File: config.mk
export PLATFORM = sky130hd
export DESIGN_NAME = capture_sequencer
export DESIGN_NICKNAME = d
export VERILOG_FILES = /design/src/rtl/capture_sequencer.sv
export SDC_FILE = /design/constraint.sdc
export NUM_CORES = 1
export LEC_CHECK = 0
export ABC_AREA = 1
export BUFFER_PORTS_ARGS = -buffer_cell sky130_fd_sc_hd__buf_2
export CORE_UTILIZATION = 25
export CTS_CLUSTER_DIAMETER = 40
export CTS_CLUSTER_SIZE = 8
export DETAILED_ROUTE_END_ITERATION = 16
export GPL_ROUTABILITY_DRIVEN = 0
export HOLD_SLACK_MARGIN = 0.02
export SETUP_SLACK_MARGIN = 0.1
export SLEW_MARGIN = 30
export SYNTH_ARGS = -nofsm -noshare
export SYNTH_HDL_FRONTEND = slang
export SYNTH_SLANG_ARGS = --single-unit
File: constraint.sdc
create_clock -name clk -period 1.3 [get_ports clk]
set_input_delay 0.065 -clock clk [delete_from_list [all_inputs] [get_ports clk]]
set_output_delay 0.065 -clock clk [all_outputs]
set_load 0.05 [all_outputs]
File: src/rtl/capture_sequencer.sv
// capture_sequencer
//   Walks the board array through every capture for the side to move. Victims
//   come out most-valuable first and, for each victim, aggressors come out
//   least-valuable first. Each capture is emitted as a (from, to) pair on a
//   valid/ready stream.
//
// Ports
//   clk, rst_n          clock, synchronous active-low reset
//   start, abort        begin enumeration (IDLE only) / terminate at once
//   wtm_in              side to move, latched on start
//   busy, done          high outside IDLE / one-cycle pulse on completion
//   move_valid/ready    move stream handshake
//   move_from, move_to  aggressor / victim square
//   move_count          moves emitted since start, saturating at 255
//   board_*             control of the board array and its result
module capture_sequencer #(
  parameter int SETTLE = 1
) (
  input  logic       clk,
  input  logic       rst_n,
  input  logic       start,
  input  logic       abort,
  input  logic       wtm_in,
  output logic       busy,
  output logic       done,
  output logic       move_valid,
  input  logic       move_ready,
  output logic [5:0] move_from,
  output logic [5:0] move_to,
  output logic [7:0] move_count,
  output logic [2:0] board_state_mode,
  output logic [1:0] board_mask_mode,
  output logic       board_wtm,
  output logic [5:0] board_ss1,
  input  logic [6:0] board_data,
  input  logic       board_illegal
);

  localparam logic [2:0] SM_IDLE      = 3'd0;
  localparam logic [2:0] SM_FV        = 3'd1;
  localparam logic [2:0] SM_FA        = 3'd2;
  localparam logic [1:0] MM_NO_CHANGE = 2'd0;
  localparam logic [1:0] MM_EAV_EAA   = 2'd1;
  localparam logic [1:0] MM_DA        = 2'd2;
  localparam logic [1:0] MM_DV_EAA    = 2'd3;

  localparam logic [2:0] LP_SETTLE_LAST = 3'(SETTLE - 1);

  typedef enum logic [3:0] {
    S_IDLE, S_CLR, S_FV_WAIT, S_FV_SMP, S_FA_WAIT, S_FA_SMP,
    S_EMIT, S_DIS_AGG, S_DIS_VIC, S_DONE
  } state_t;

  state_t     r_state, w_state_nxt;
  logic [2:0] r_cnt, w_cnt_nxt;
  logic [5:0] r_victim, w_victim_nxt;
  logic [5:0] r_aggr, w_aggr_nxt;
  logic [5:0] r_from, w_from_nxt;
  logic [5:0] r_to, w_to_nxt;
  logic       r_valid, w_valid_nxt;
  logic [7:0] r_count, w_count_nxt;
  logic       r_wtm, w_wtm_nxt;
  logic [5:0] r_ss1, w_ss1_nxt;
  logic [2:0] r_sm, w_sm_nxt;
  logic [1:0] r_mm, w_mm_nxt;
  logic       r_busy, w_busy_nxt;
  logic       r_done, w_done_nxt;

  // Bit 6 of the board result carries no square information.
  logic w_unused_data6;
  assign w_unused_data6 = board_data[6];

  function automatic logic [7:0] sat_inc(input logic [7:0] v);
    return (v == 8'hFF) ? v : v + 8'd1;
  endfunction

  always_ff @(posedge clk) begin
    if (!rst_n) begin
      r_state  <= S_IDLE;
      r_cnt    <= '0;
      r_victim <= '0;
      r_aggr   <= '0;
      r_from   <= '0;
      r_to     <= '0;
      r_valid  <= 1'b0;
      r_count  <= '0;
      r_wtm    <= 1'b0;
      r_ss1    <= '0;
      r_sm     <= SM_IDLE;
      r_mm     <= MM_NO_CHANGE;
      r_busy   <= 1'b0;
      r_done   <= 1'b0;
    end else begin
      r_state  <= w_state_nxt;
      r_cnt    <= w_cnt_nxt;
      r_victim <= w_victim_nxt;
      r_aggr   <= w_aggr_nxt;
      r_from   <= w_from_nxt;
      r_to     <= w_to_nxt;
      r_valid  <= w_valid_nxt;
      r_count  <= w_count_nxt;
      r_wtm    <= w_wtm_nxt;
      r_ss1    <= w_ss1_nxt;
      r_sm     <= w_sm_nxt;
      r_mm     <= w_mm_nxt;
      r_busy   <= w_busy_nxt;
      r_done   <= w_done_nxt;
    end
  end

  always_comb begin
    w_state_nxt  = r_state;
    w_cnt_nxt    = 3'd0;
    w_victim_nxt = r_victim;
    w_aggr_nxt   = r_aggr;
    w_from_nxt   = r_from;
    w_to_nxt     = r_to;
    w_valid_nxt  = r_valid;
    w_count_nxt  = r_count;
    w_wtm_nxt    = r_wtm;
    w_ss1_nxt    = r_ss1;
    w_sm_nxt     = SM_IDLE;
    w_mm_nxt     = MM_NO_CHANGE;

    if (abort) begin
      w_state_nxt = S_IDLE;
      w_valid_nxt = 1'b0;
    end else begin
      unique case (r_state)
        S_IDLE: begin
          if (start) begin
            w_state_nxt = S_CLR;
            w_wtm_nxt   = wtm_in;
            w_count_nxt = '0;
          end
        end
        S_CLR: w_state_nxt = S_FV_WAIT;
        S_FV_WAIT: begin
          if (r_cnt == LP_SETTLE_LAST) w_state_nxt = S_FV_SMP;
          else                         w_cnt_nxt   = r_cnt + 3'd1;
        end
        S_FV_SMP: begin
          if (board_illegal) begin
            w_state_nxt = S_DONE;
          end else begin
            w_victim_nxt = board_data[5:0];
            w_ss1_nxt    = board_data[5:0];
            w_state_nxt  = S_FA_WAIT;
          end
        end
        S_FA_WAIT: begin
          if (r_cnt == LP_SETTLE_LAST) w_state_nxt = S_FA_SMP;
          else                         w_cnt_nxt   = r_cnt + 3'd1;
        end
        S_FA_SMP: begin
          if (board_illegal) begin
            // No aggressor left for this victim: retire the victim.
            w_ss1_nxt   = r_victim;
            w_state_nxt = S_DIS_VIC;
          end else begin
            w_aggr_nxt  = board_data[5:0];
            w_from_nxt  = board_data[5:0];
            w_to_nxt    = r_victim;
            w_valid_nxt = 1'b1;
            w_state_nxt = S_EMIT;
          end
        end
        S_EMIT: begin
          if (move_ready) begin
            w_valid_nxt = 1'b0;
            w_count_nxt = sat_inc(r_count);
            w_ss1_nxt   = r_aggr;
            w_state_nxt = S_DIS_AGG;
          end
        end
        S_DIS_AGG: begin
          // Point the board back at the victim for the next aggressor search.
          w_ss1_nxt   = r_victim;
          w_state_nxt = S_FA_WAIT;
        end
        S_DIS_VIC: w_state_nxt = S_FV_WAIT;
        S_DONE:    w_state_nxt = S_IDLE;
        default:   w_state_nxt = S_IDLE;
      endcase
    end

    // Outputs are registered from the state being entered, so they line up
    // with the state they belong to.
    unique case (w_state_nxt)
      S_FV_WAIT, S_FV_SMP: w_sm_nxt = SM_FV;
      S_FA_WAIT, S_FA_SMP: w_sm_nxt = SM_FA;
      default:             w_sm_nxt = SM_IDLE;
    endcase
    unique case (w_state_nxt)
      S_CLR:     w_mm_nxt = MM_EAV_EAA;
      S_DIS_AGG: w_mm_nxt = MM_DA;
      S_DIS_VIC: w_mm_nxt = MM_DV_EAA;
      default:   w_mm_nxt = MM_NO_CHANGE;
    endcase
    w_busy_nxt = (w_state_nxt != S_IDLE);
    w_done_nxt = (w_state_nxt == S_DONE);
  end

  assign busy             = r_busy;
  assign done             = r_done;
  assign move_valid       = r_valid;
  assign move_from        = r_from;
  assign move_to          = r_to;
  assign move_count       = r_count;
  assign board_state_mode = r_sm;
  assign board_mask_mode  = r_mm;
  assign board_wtm        = r_wtm;
  assign board_ss1        = r_ss1;

endmodule

==> flow_metrics.env, run 1 <==
export IMPL_p_per_area_nw_per_um2=911
export IMPL_dpl_hpwl_mm=4.10
export IMPL_synth_main_ff_cell="dfxtp_1"
export IMPL_routed_wl_mm=5.81
export IMPL_grt_use_total=0.139
export IMPL_ios=49
export IMPL_die_height_um=95.4
export IMPL_die_area_um2=9100
export IMPL_clk_transition_reported_paths_ns=0.09
export IMPL_path_max_fanout=7
export IMPL_grt_setup_unrepaired="true"
export IMPL_peakVddDrop_mv=0.682
export IMPL_crit_required_ns=1.54
export IMPL_ys_ff_latch=47
export IMPL_worstPathArrival_ns=1.68
export IMPL_cts_buffer_depth=2
export IMPL_route_detailed_drc=0
export IMPL_via_per_inst=4.53
export IMPL_antenna_found_initial=0
export IMPL_drv_slew=0
export IMPL_crit_type="register to register"
export IMPL_drive_above_1_share=0.393
export IMPL_grt_max_degree=25
export IMPL_cts_sinks=47
export IMPL_stdcell_count=494
export IMPL_syn_area_um2=2180
export IMPL_synth_nets=332
export IMPL_nFillCells=869
export IMPL_grt_pass1_vias=2108
export IMPL_synth_area_per_cell_um2=6.92
export IMPL_dieWidth_um=95.4
export IMPL_wl_per_cell_um=11.8
export IMPL_crit_path_end_kind="register"
export IMPL_synth_edf_count=0
export IMPL_yosys_cell_types_count=30
export IMPL_diodes=0
export IMPL_finalSetupTns_ns=-2.25
export IMPL_fin_nets=405
export IMPL_max_cap_violations=0
export IMPL_drtAntennaViolNets=0
export IMPL_ys_seq_area_frac=0.431
export IMPL_num_vias=2239
export IMPL_setup_violations=35
export IMPL_synthArstFlopShare=0
export IMPL_hold_violations=0
export IMPL_multi_input_area_um2=1290
export IMPL_worstSetupStartpointType="register"
export IMPL_placed_cells=479
export IMPL_min_period_over_period=1.10
export IMPL_ys_warn_count=0
export IMPL_outcome="finished with violations"
export IMPL_area_growth_pct=44.3
export IMPL_period_minus_slack_ns=1.44
export IMPL_seq_area_um2=976
export IMPL_grt_first_pass_wirelength_mm=9.93
export IMPL_grt_ovfl_total=0
export IMPL_timing_final_ws_setup_ns=-0.136
export IMPL_hold_class="primary input to register"
export IMPL_postSynthCellCount=315
export IMPL_finClkSkew_ns=0.00400
export IMPL_cts_htree_levels=2
export IMPL_drtIter0Drc=47
export IMPL_coreArea_um2=8340
export IMPL_clock_latency_ns=0.30
export IMPL_cts_tree="built"
export IMPL_dp_slack_ns=-0.135
export IMPL_cts_root_buffer="clkbuf_8"
export IMPL_max_freq_mhz=697
export IMPL_leakage_uw=0.00135
export IMPL_start_util=0.261
export IMPL_cts_buffers=5
export IMPL_drt_pass1_iterations=4
export IMPL_violations="setup timing"
export IMPL_fp_row_count=33
export IMPL_portBuffers=46
==> through the flow <==
step / area [um^2] / power (uW) / hold WS (ns) / utilization
6_report: 3150 / 2870 / 0.0344 / 0.377
5_1_grt: 3150 / 2990 / 0.0460 / 0.377
4_1_cts: 3100 / 2890 / 0.0418 / 0.372
3_5_place_dp: 2750 / 1740 / 0.306 / 0.330
3_3_place_gp: 2750 / 1740 / 0.307 / 0.330
2_1_floorplan: 2260 / 1660 / 0.143 / -
==> layer usage <==
metal / vias to the layer above / share of wire / GRT usage
met5: - / 0 / 0
met4: 0 / 0.012 / 0.0299
met3: 9 / 0.046 / 0.0271
met2: 47 / 0.46 / 0.230
met1: 1027 / 0.48 / 0.188
li1: 1156 / - / -
==> worst paths after layout <==
check	startpoint	to	slack, ns	depth (start not counted)
max	r_state[2]$_SDFF_PN0_	r_state[0]$_SDFF_PN0_	-0.14	9
min	rst_n	r_state[3]$_SDFF_PN0_	0.03	3
max reg2reg	r_state[2]$_SDFF_PN0_	r_state[0]$_SDFF_PN0_	-0.14	9
min reg2reg	r_cnt[0]$_SDFF_PP0_	r_cnt[0]$_SDFF_PP0_	0.45	1
==> layout make-up <==
type / count / area share
clock buffers: 5 / 0.0219
clock inverters: 3 / 0.0151
inverters: 40 / 0.0521
multi-input cells: 222 / 0.410
flip-flops and latches: 47 / 0.310
well taps: 105 / 0.0417
repair buffers: 72 / 0.149
==> timing repair <==
| item | 4_1_cts | 5_1_grt |
|---|---|---|
| hold buffers | 2 | 0 |
| gates cloned | 3 | 0 |
| endpoints found under the hold margin | 2 | 0 |
| endpoints found under the setup margin | 46 | 47 |
| setup buffers | 2 | 0 |
| resized for setup | 40 | 14 |
| pin swaps | 9 | 5 |
==> logic make-up after synthesis <==
family	share of synthesized area
buf+inv	0.0901
other cells	0.00172
xor+xnor	0.0201
flops	0.431
simple gates	0.316
fa+ha+maj	0.0172
compound gates	0.123
==> cells in the mapped netlist, types with 2 or more instances <==
master | instances | area (um^2)
nand4_1 | 4 | 25.0
buf_2 | 2 | 10.0
nand2_1 | 65 | 244
inv_1 | 33 | 124
dfxtp_1 | 47 | 941
nor3_1 | 3 | 15.0
inv_2 | 4 | 15.0
nor2_4 | 2 | 22.5
nor2_1 | 55 | 206
buf_4 | 2 | 15.0
nand3_1 | 19 | 95.1
xor2_1 | 3 | 26.3
o21ai_1 | 2 | 10.0
o21ai_0 | 16 | 80.1
clkbuf_1 | 5 | 18.8
nand2_2 | 2 | 12.5
a21oi_1 | 25 | 125
o22ai_1 | 6 | 37.5
ha_1 | 3 | 37.5
xnor2_1 | 2 | 17.5
clkinv_1 | 2 | 7.51
nor2_2 | 5 | 31.3
==> sequential cells by signal, summed over array words and instances, names as in the netlist <==
name and flops:
done 1, board_state_mode 2, board_ss1 6, r_cnt 3, board_mask_mode 2, move_valid 1
r_state 4, move_to 6, r_victim 6, move_count 8, board_wtm 1, busy 1
move_from 6
==> layout by cell type, fill, tap and decap left out, types with 4 or more instances in the layout <==
cell type   n
nand2_1    52
nor2_1     50
buf_2      46
dfxtp_1    35
inv_1      29
buf_4      18
nand3_1    16
a21oi_1    16
o21ai_0    14
nand2_2    12
a21oi_2     9
dfxtp_4     8
nor2_4      6
inv_2       6
nor2_2      6
o22ai_1     5
clkbuf_8    5
nand2_4     4
nand4_1     4
dfxtp_2     4
buf_6       4
==> critical path, stage by stage, from the launching register on <==
cell and delay (ns):
dfxtp_4 0.39, inv_4 0.04, nor2_4 0.21, nand2_4 0.12
nor2_1 0.13, nor2_1 0.06, nand2_1 0.12, nand2_2 0.09
buf_4 0.15, nor2_1 0.07
==> power by group <==
part | internal (uW) | leakage, uW | switching [uW]
sequential | 1440 | 0.000388 | 14.4
clock | 584 | 0.0000587 | 543
combinational | 91.5 | 0.000903 | 194
total | 2120 | 0.00135 | 751
(Power assumes the default switching activity.)
==> run 2, diff against run 1 <==
- CELL_PAD_IN_SITES_DETAIL_PLACEMENT: default -> 0
- CELL_PAD_IN_SITES_GLOBAL_PLACEMENT: default -> 2
- PLACE_DENSITY_LB_ADDON: default -> 0.1
==> run 2 against run 1 <==
Compared with the run above: the run still ends with setup timing left; via count is 0.18% higher; worst setup slack worse by 0.033 ns; power is 4.6% lower; clock power is 14% lower; count of clock-buffer cells in the layout is 2 higher; critical endpoint is now board_ss1[4]$_SDFFE_PN0P_; largest power group unchanged; largest cell class unchanged.
==> flow_metrics.env, run 2 (synthesis gave the netlist of run 1 again) <==
export IMPL_worstSetupStartpointType="register"
export IMPL_ios=49
export IMPL_seq_area_um2=978
export IMPL_routed_wl_mm=6.53
export IMPL_whs_path_depth=3
export IMPL_portBuffers=46
export IMPL_finClkSkew_ns=0.00959
export IMPL_area_growth_pct=54.6
export IMPL_hold_violations=0
export IMPL_final_area_um2=3370
export IMPL_route_detailed_drc=0
export IMPL_drv_slew=0
export IMPL_max_cap_violations=0
export IMPL_r2r_end="board_ss1[4]$_SDFFE_PN0P_"
export IMPL_r2r_slack_ns=-0.17
export IMPL_antenna_found_initial=0
export IMPL_max_stage_delay_ns=0.37
export IMPL_coreArea_um2=8340
export IMPL_start_util=0.261
export IMPL_leakage_uw=0.00145
export IMPL_setup_violations=40
export IMPL_num_vias=2243
export IMPL_hold_end="move_from[2]$_SDFFE_PN0P_"
export IMPL_reg2reg_depth=10
export IMPL_utilization=0.404
export IMPL_p_per_area_nw_per_um2=811
export IMPL_grt_ovfl_total=0
export IMPL_path_cells="inv_4, nor2_4, buf_6, nand3_4, nand2_4, nor3_4, buf_6, buf_8, nor2_1, nor2_1"
export IMPL_stdcell_count=512
export IMPL_fp_row_count=33
export IMPL_grt_first_pass_wirelength_mm=9.85
export IMPL_drt_pass1_iterations=4
export IMPL_cpLargestDelayFamily="simple AND/OR/NAND/NOR gates"
export IMPL_outcome="finished with violations"
export IMPL_dieWidth_um=95.4
export IMPL_cts_tree="built"
export IMPL_hold_start="board_data[2]"
export IMPL_fin_nets=423
export IMPL_hold_class="primary input to register"
export IMPL_cts_buffers=5
export IMPL_reg2reg_from="r_state[2]$_SDFF_PN0_"
export IMPL_timing_final_ws_setup_ns=-0.168
export IMPL_mostFrequentLayoutCells="buf_2, nand2_1, nor2_1, dfxtp_1, buf_4"
export IMPL_die_height_um=95.4
export IMPL_dpl_hpwl_mm=4.55
export IMPL_cts_buffer_depth=2
export IMPL_nFillCells=898
export IMPL_drtAntennaViolNets=0
export IMPL_placed_cells=487
export IMPL_period_minus_slack_ns=1.47
export IMPL_clk_transition_reported_paths_ns=0.10
export IMPL_diodes=0
export IMPL_drtIter0Drc=57
export IMPL_largest_reg_flops=8
export IMPL_drive_above_1_share=0.459
export IMPL_multi_input_area_um2=1370
export IMPL_grt_max_degree=23
export IMPL_cts_sinks=47
export IMPL_crit_path_end_kind="register"
export IMPL_clock_latency_ns=0.31
export IMPL_max_freq_mhz=681
export IMPL_grt_setup_unrepaired="true"
export IMPL_die_area_um2=9100
export IMPL_wl_per_cell_um=12.7
export IMPL_place_area_um2=2810
export IMPL_crit_slowest_cell="dfxtp_4"
export IMPL_grt_use_total=0.143
export IMPL_crit_type="register to register"
export IMPL_via_per_inst=4.38
export IMPL_cts_htree_levels=2
export IMPL_layout_cells_most_common="buf_2"
export IMPL_crit_buf_inv=4
export IMPL_min_period_over_period=1.13
export IMPL_violations="setup timing"
export IMPL_peakVddDrop_mv=0.399
export IMPL_finalSetupTns_ns=-3.14
export IMPL_grt_pass1_vias=1979
export IMPL_path_max_fanout=6
export IMPL_cts_root_buffer="clkbuf_8"
export IMPL_crit_required_ns=1.55
export IMPL_worstPathArrival_ns=1.72
run 2: cell types whose count changed in the layout (fill, tap and decap cells not counted), sizes merged:
cell,previous run,this run
nand2,71,70
clkbuf,5,8
buf,70,87
clkinv,3,2
inv,39,40
bufinv,1,0
run 2: metal layers:
| metal | GRT usage | part of all wire | up-vias |
|---|---|---|---|
| met2 | 0.217 | 0.45 | 43 |
| met4 | 0.0498 | 0.012 | 0 |
| met1 | 0.202 | 0.51 | 1017 |
| met5 | 0 | 0 | - |
| li1 | - | - | 1178 |
| met3 | 0.0255 | 0.035 | 5 |
run 2: worst max path at each step:
stage,start,endpoint,slack (ns),depth (start not counted)
6_report,r_state[2]$_SDFF_PN0_,board_ss1[4]$_SDFFE_PN0P_,-0.17,10
5_1_grt,r_state[2]$_SDFF_PN0_,move_count[6]$_SDFFE_PN0P_,-0.25,11
4_1_cts,r_state[2]$_SDFF_PN0_,move_count[3]$_SDFFE_PN0P_,-0.11,8
3_5_place_dp,r_state[2]$_SDFF_PN0_,board_mask_mode[0]$_SDFF_PN0_,-0.13,7
3_3_place_gp,r_state[2]$_SDFF_PN0_,board_mask_mode[1]$_SDFF_PN0_,-0.16,8
2_1_floorplan,r_state[2]$_SDFF_PN0_,move_to[0]$_SDFFE_PN0P_,0.005,8
run 2: timing repair:
item / 4_1_cts / 5_1_grt
pin swaps: 5 / 25
hold endpoints to repair: 2 / 0
hold buffers: 2 / 0
gates cloned: 1 / 3
resized for setup: 13 / 80
buffers inserted: 3 / 9
setup endpoints to repair: 47 / 47
run 2: through the flow:
step	worst slack, ns	power (uW)	hold WS, ns
2_1_floorplan	0.00466	1660	0.143
3_3_place_gp	-0.159	1760	0.288
3_5_place_dp	-0.131	1750	0.292
6_report	-0.168	2740	0.0674
5_1_grt	-0.248	2880	0.0738
4_1_cts	-0.111	2760	0.0685
run 2: area by class of cell:
type,count,share of cell area
multi-input cells,221,0.406
flip-flops and latches,47,0.290
repair buffers,90,0.186
inverters,40,0.0490
well taps,105,0.0390
clock buffers,7,0.0256
clock inverters,1,0.00260
repair inverters,1,0.00186
run 2: power breakdown:
group / switching, uW / internal (uW)
logic: 206 / 104
clock network: 530 / 441
registers: 17.0 / 1440
total: 752 / 1980
run 2: tightest hold or removal path, stage by stage:
cell	delay, ns
buf_2	0.12
o21ai_2	0.06
a21oi_1	0.10
==> run 3, diff against run 2 <==
- CORE_UTILIZATION: 25 -> 26
- clock period: 1.3 -> 1.2 ns (I/O delays scaled with it)
==> run 3 against run 2 <==
Compared with the run above: the run still ends with setup timing left; non-clock buffer count rose by 3; clock skew down 0.0067 ns; global-route usage grew 0.76 points; register-to-register slack worse by 0.04 ns; largest power group unchanged.
==> flow_metrics.env, run 3 (synthesis gave the netlist of run 1 again) <==
export IMPL_cts_buffers=5
export IMPL_antenna_found_initial=0
export IMPL_whs_path_depth=3
export IMPL_fin_nets=424
export IMPL_max_stage_delay_ns=0.39
export IMPL_leakage_uw=0.00147
export IMPL_crit_type="register to register"
export IMPL_timing_final_ws_setup_ns=-0.208
export IMPL_coreArea_um2=8180
export IMPL_violations="setup timing"
export IMPL_max_cap_violations=0
export IMPL_dpl_hpwl_mm=4.43
export IMPL_reg2reg_depth=10
export IMPL_crit_top_cell="nand2_4"
export IMPL_period_minus_slack_ns=1.41
export IMPL_drv_slew=0
export IMPL_nFillCells=886
export IMPL_mostFrequentLayoutCells="nand2_1, nor2_1, buf_2, buf_4, dfxtp_1"
export IMPL_stdcell_count=513
export IMPL_setup_violations=47
export IMPL_total_power_uw=2880
export IMPL_reg2reg_from="r_state[2]$_SDFF_PN0_"
export IMPL_crit_buf_inv=3
export IMPL_grt_setup_unrepaired="true"
export IMPL_max_freq_mhz=710
export IMPL_hold_class="primary input to register"
export IMPL_r2r_end="move_count[2]$_SDFFE_PN0P_"
export IMPL_hold_end="move_from[4]$_SDFFE_PN0P_"
export IMPL_cts_buffer_depth=2
export IMPL_drtAntennaViolNets=0
export IMPL_worstSetupStartpointType="register"
export IMPL_grt_ovfl_total=0
export IMPL_crit_required_ns=1.44
export IMPL_num_vias=2234
export IMPL_outcome="finished with violations"
export IMPL_area_growth_pct=48.9
export IMPL_worstPathArrival_ns=1.64
export IMPL_start_util=0.267
export IMPL_path_max_fanout=8
export IMPL_peakVddDrop_mv=0.430
export IMPL_portBuffers=46
export IMPL_clock_latency_ns=0.30
export IMPL_cts_root_buffer="clkbuf_8"
export IMPL_r2r_slack_ns=-0.21
export IMPL_drtIter0Drc=67
export IMPL_crit_path_end_kind="register"
export IMPL_crit_slowest_cell="dfxtp_4"
export IMPL_wl_per_cell_um=12.3
export IMPL_grt_max_degree=24
export IMPL_grt_first_pass_wirelength_mm=10.2
export IMPL_drive_above_1_share=0.422
export IMPL_cts_sinks=47
export IMPL_die_area_um2=8760
export IMPL_grt_pass1_vias=2085
export IMPL_ios=49
export IMPL_p_per_area_nw_per_um2=888
export IMPL_drt_pass1_iterations=4
export IMPL_die_height_um=93.6
export IMPL_placed_cells=492
export IMPL_path_cells="inv_4, nor2_4, nand2_4, nand2_2, inv_2, nor2_4, nand2_4, inv_6, nand2_4, a21oi_2"
export IMPL_routed_wl_mm=6.32
export IMPL_grt_use_total=0.151
export IMPL_clk_transition_reported_paths_ns=0.09
export IMPL_via_per_inst=4.35
export IMPL_hold_violations=0
export IMPL_fp_row_count=33
export IMPL_cpLargestDelayFamily="simple AND/OR/NAND/NOR gates"
export IMPL_largest_reg_flops=8
export IMPL_route_detailed_drc=0
export IMPL_layout_cells_most_common="nand2_1"
export IMPL_hold_start="board_data[4]"
export IMPL_diodes=0
export IMPL_cts_tree="built"
export IMPL_finClkSkew_ns=0.00287
export IMPL_dieWidth_um=93.6
export IMPL_cts_htree_levels=2
export IMPL_min_period_over_period=1.17
## run 3: changes by cell type in the layout (fill, tap and decap cells not counted), sizes merged
cell	previous run	this run
nand2	70	68
clkinv	2	3
clkbuf	8	7
buf	87	90
## run 3: timing repair
item / CTS / global route
hold buffers: 2 / 0
gates resized for setup: 32 / 33
buffers inserted: 3 / 6
gates cloned: 2 / 0
hold endpoints to repair: 2 / 0
pin swaps: 7 / 14
setup endpoints to repair: 48 / 48
## run 3: worst register-to-register path: stages, from the launching register on
cell and delay [ns]:
dfxtp_4 0.39, inv_4 0.04, nor2_4 0.19, nand2_4 0.11
nand2_2 0.08, inv_2 0.04, nor2_4 0.11, nand2_4 0.11
inv_6 0.10, nand2_4 0.04, a21oi_2 0.13
## run 3: stage by stage
stage / hold WS (ns) / util / cell area [um^2] / setup slack, ns / TNS, ns
floorplan: 0.138 / - / 2280 / -0.0953 / -1.96
global placement: 0.284 / 0.349 / 2860 / -0.249 / -5.86
detailed placement: 0.290 / 0.349 / 2860 / -0.236 / -6.22
CTS: 0.0498 / 0.378 / 3090 / -0.226 / -5.73
global route: 0.0707 / 0.397 / 3250 / -0.318 / -11.27
finish: 0.0566 / 0.397 / 3250 / -0.208 / -6.51
## run 3: worst max-delay path by stage
stage / startpoint / end / slack (ns) / depth (start not counted)
2_1_floorplan: r_state[2]$_SDFF_PN0_ / move_to[0]$_SDFFE_PN0P_ / -0.1 / 8
3_3_place_gp: r_state[2]$_SDFF_PN0_ / busy$_SDFF_PN0_ / -0.25 / 8
3_5_place_dp: r_state[2]$_SDFF_PN0_ / move_count[2]$_SDFFE_PN0P_ / -0.24 / 10
4_1_cts: r_state[2]$_SDFF_PN0_ / move_count[0]$_SDFFE_PN0P_ / -0.23 / 9
5_1_grt: r_state[2]$_SDFF_PN0_ / move_count[2]$_SDFFE_PN0P_ / -0.32 / 10
6_report: r_state[2]$_SDFF_PN0_ / move_count[2]$_SDFFE_PN0P_ / -0.21 / 10
## run 3: metal layers
metal | routed length [um] | vias to the layer above | track usage
met5 | 0 | - | 0
met4 | 58 | 0 | 0.0526
met3 | 218 | 5 | 0.0268
met2 | 2850 | 37 | 0.237
met1 | 3190 | 1011 | 0.207
li1 | - | 1181 | -
## run 3: where the power goes
part / internal [uW] / switching, uW
clock: 411 / 566
sequential: 1560 / 19.2
combinational: 111 / 215
## run 3: area by class of cell
cell class              count  area (um^2)  share of cell area
inverters                  40          164              0.0505
repair inverters            1         6.26             0.00193
repair buffers             93          617               0.190
flip-flops and latches     47          978               0.301
clock buffers               6         72.6              0.0224
well taps                 105          131              0.0405
clock inverters             2         11.3             0.00347
multi-input cells         219         1270               0.390
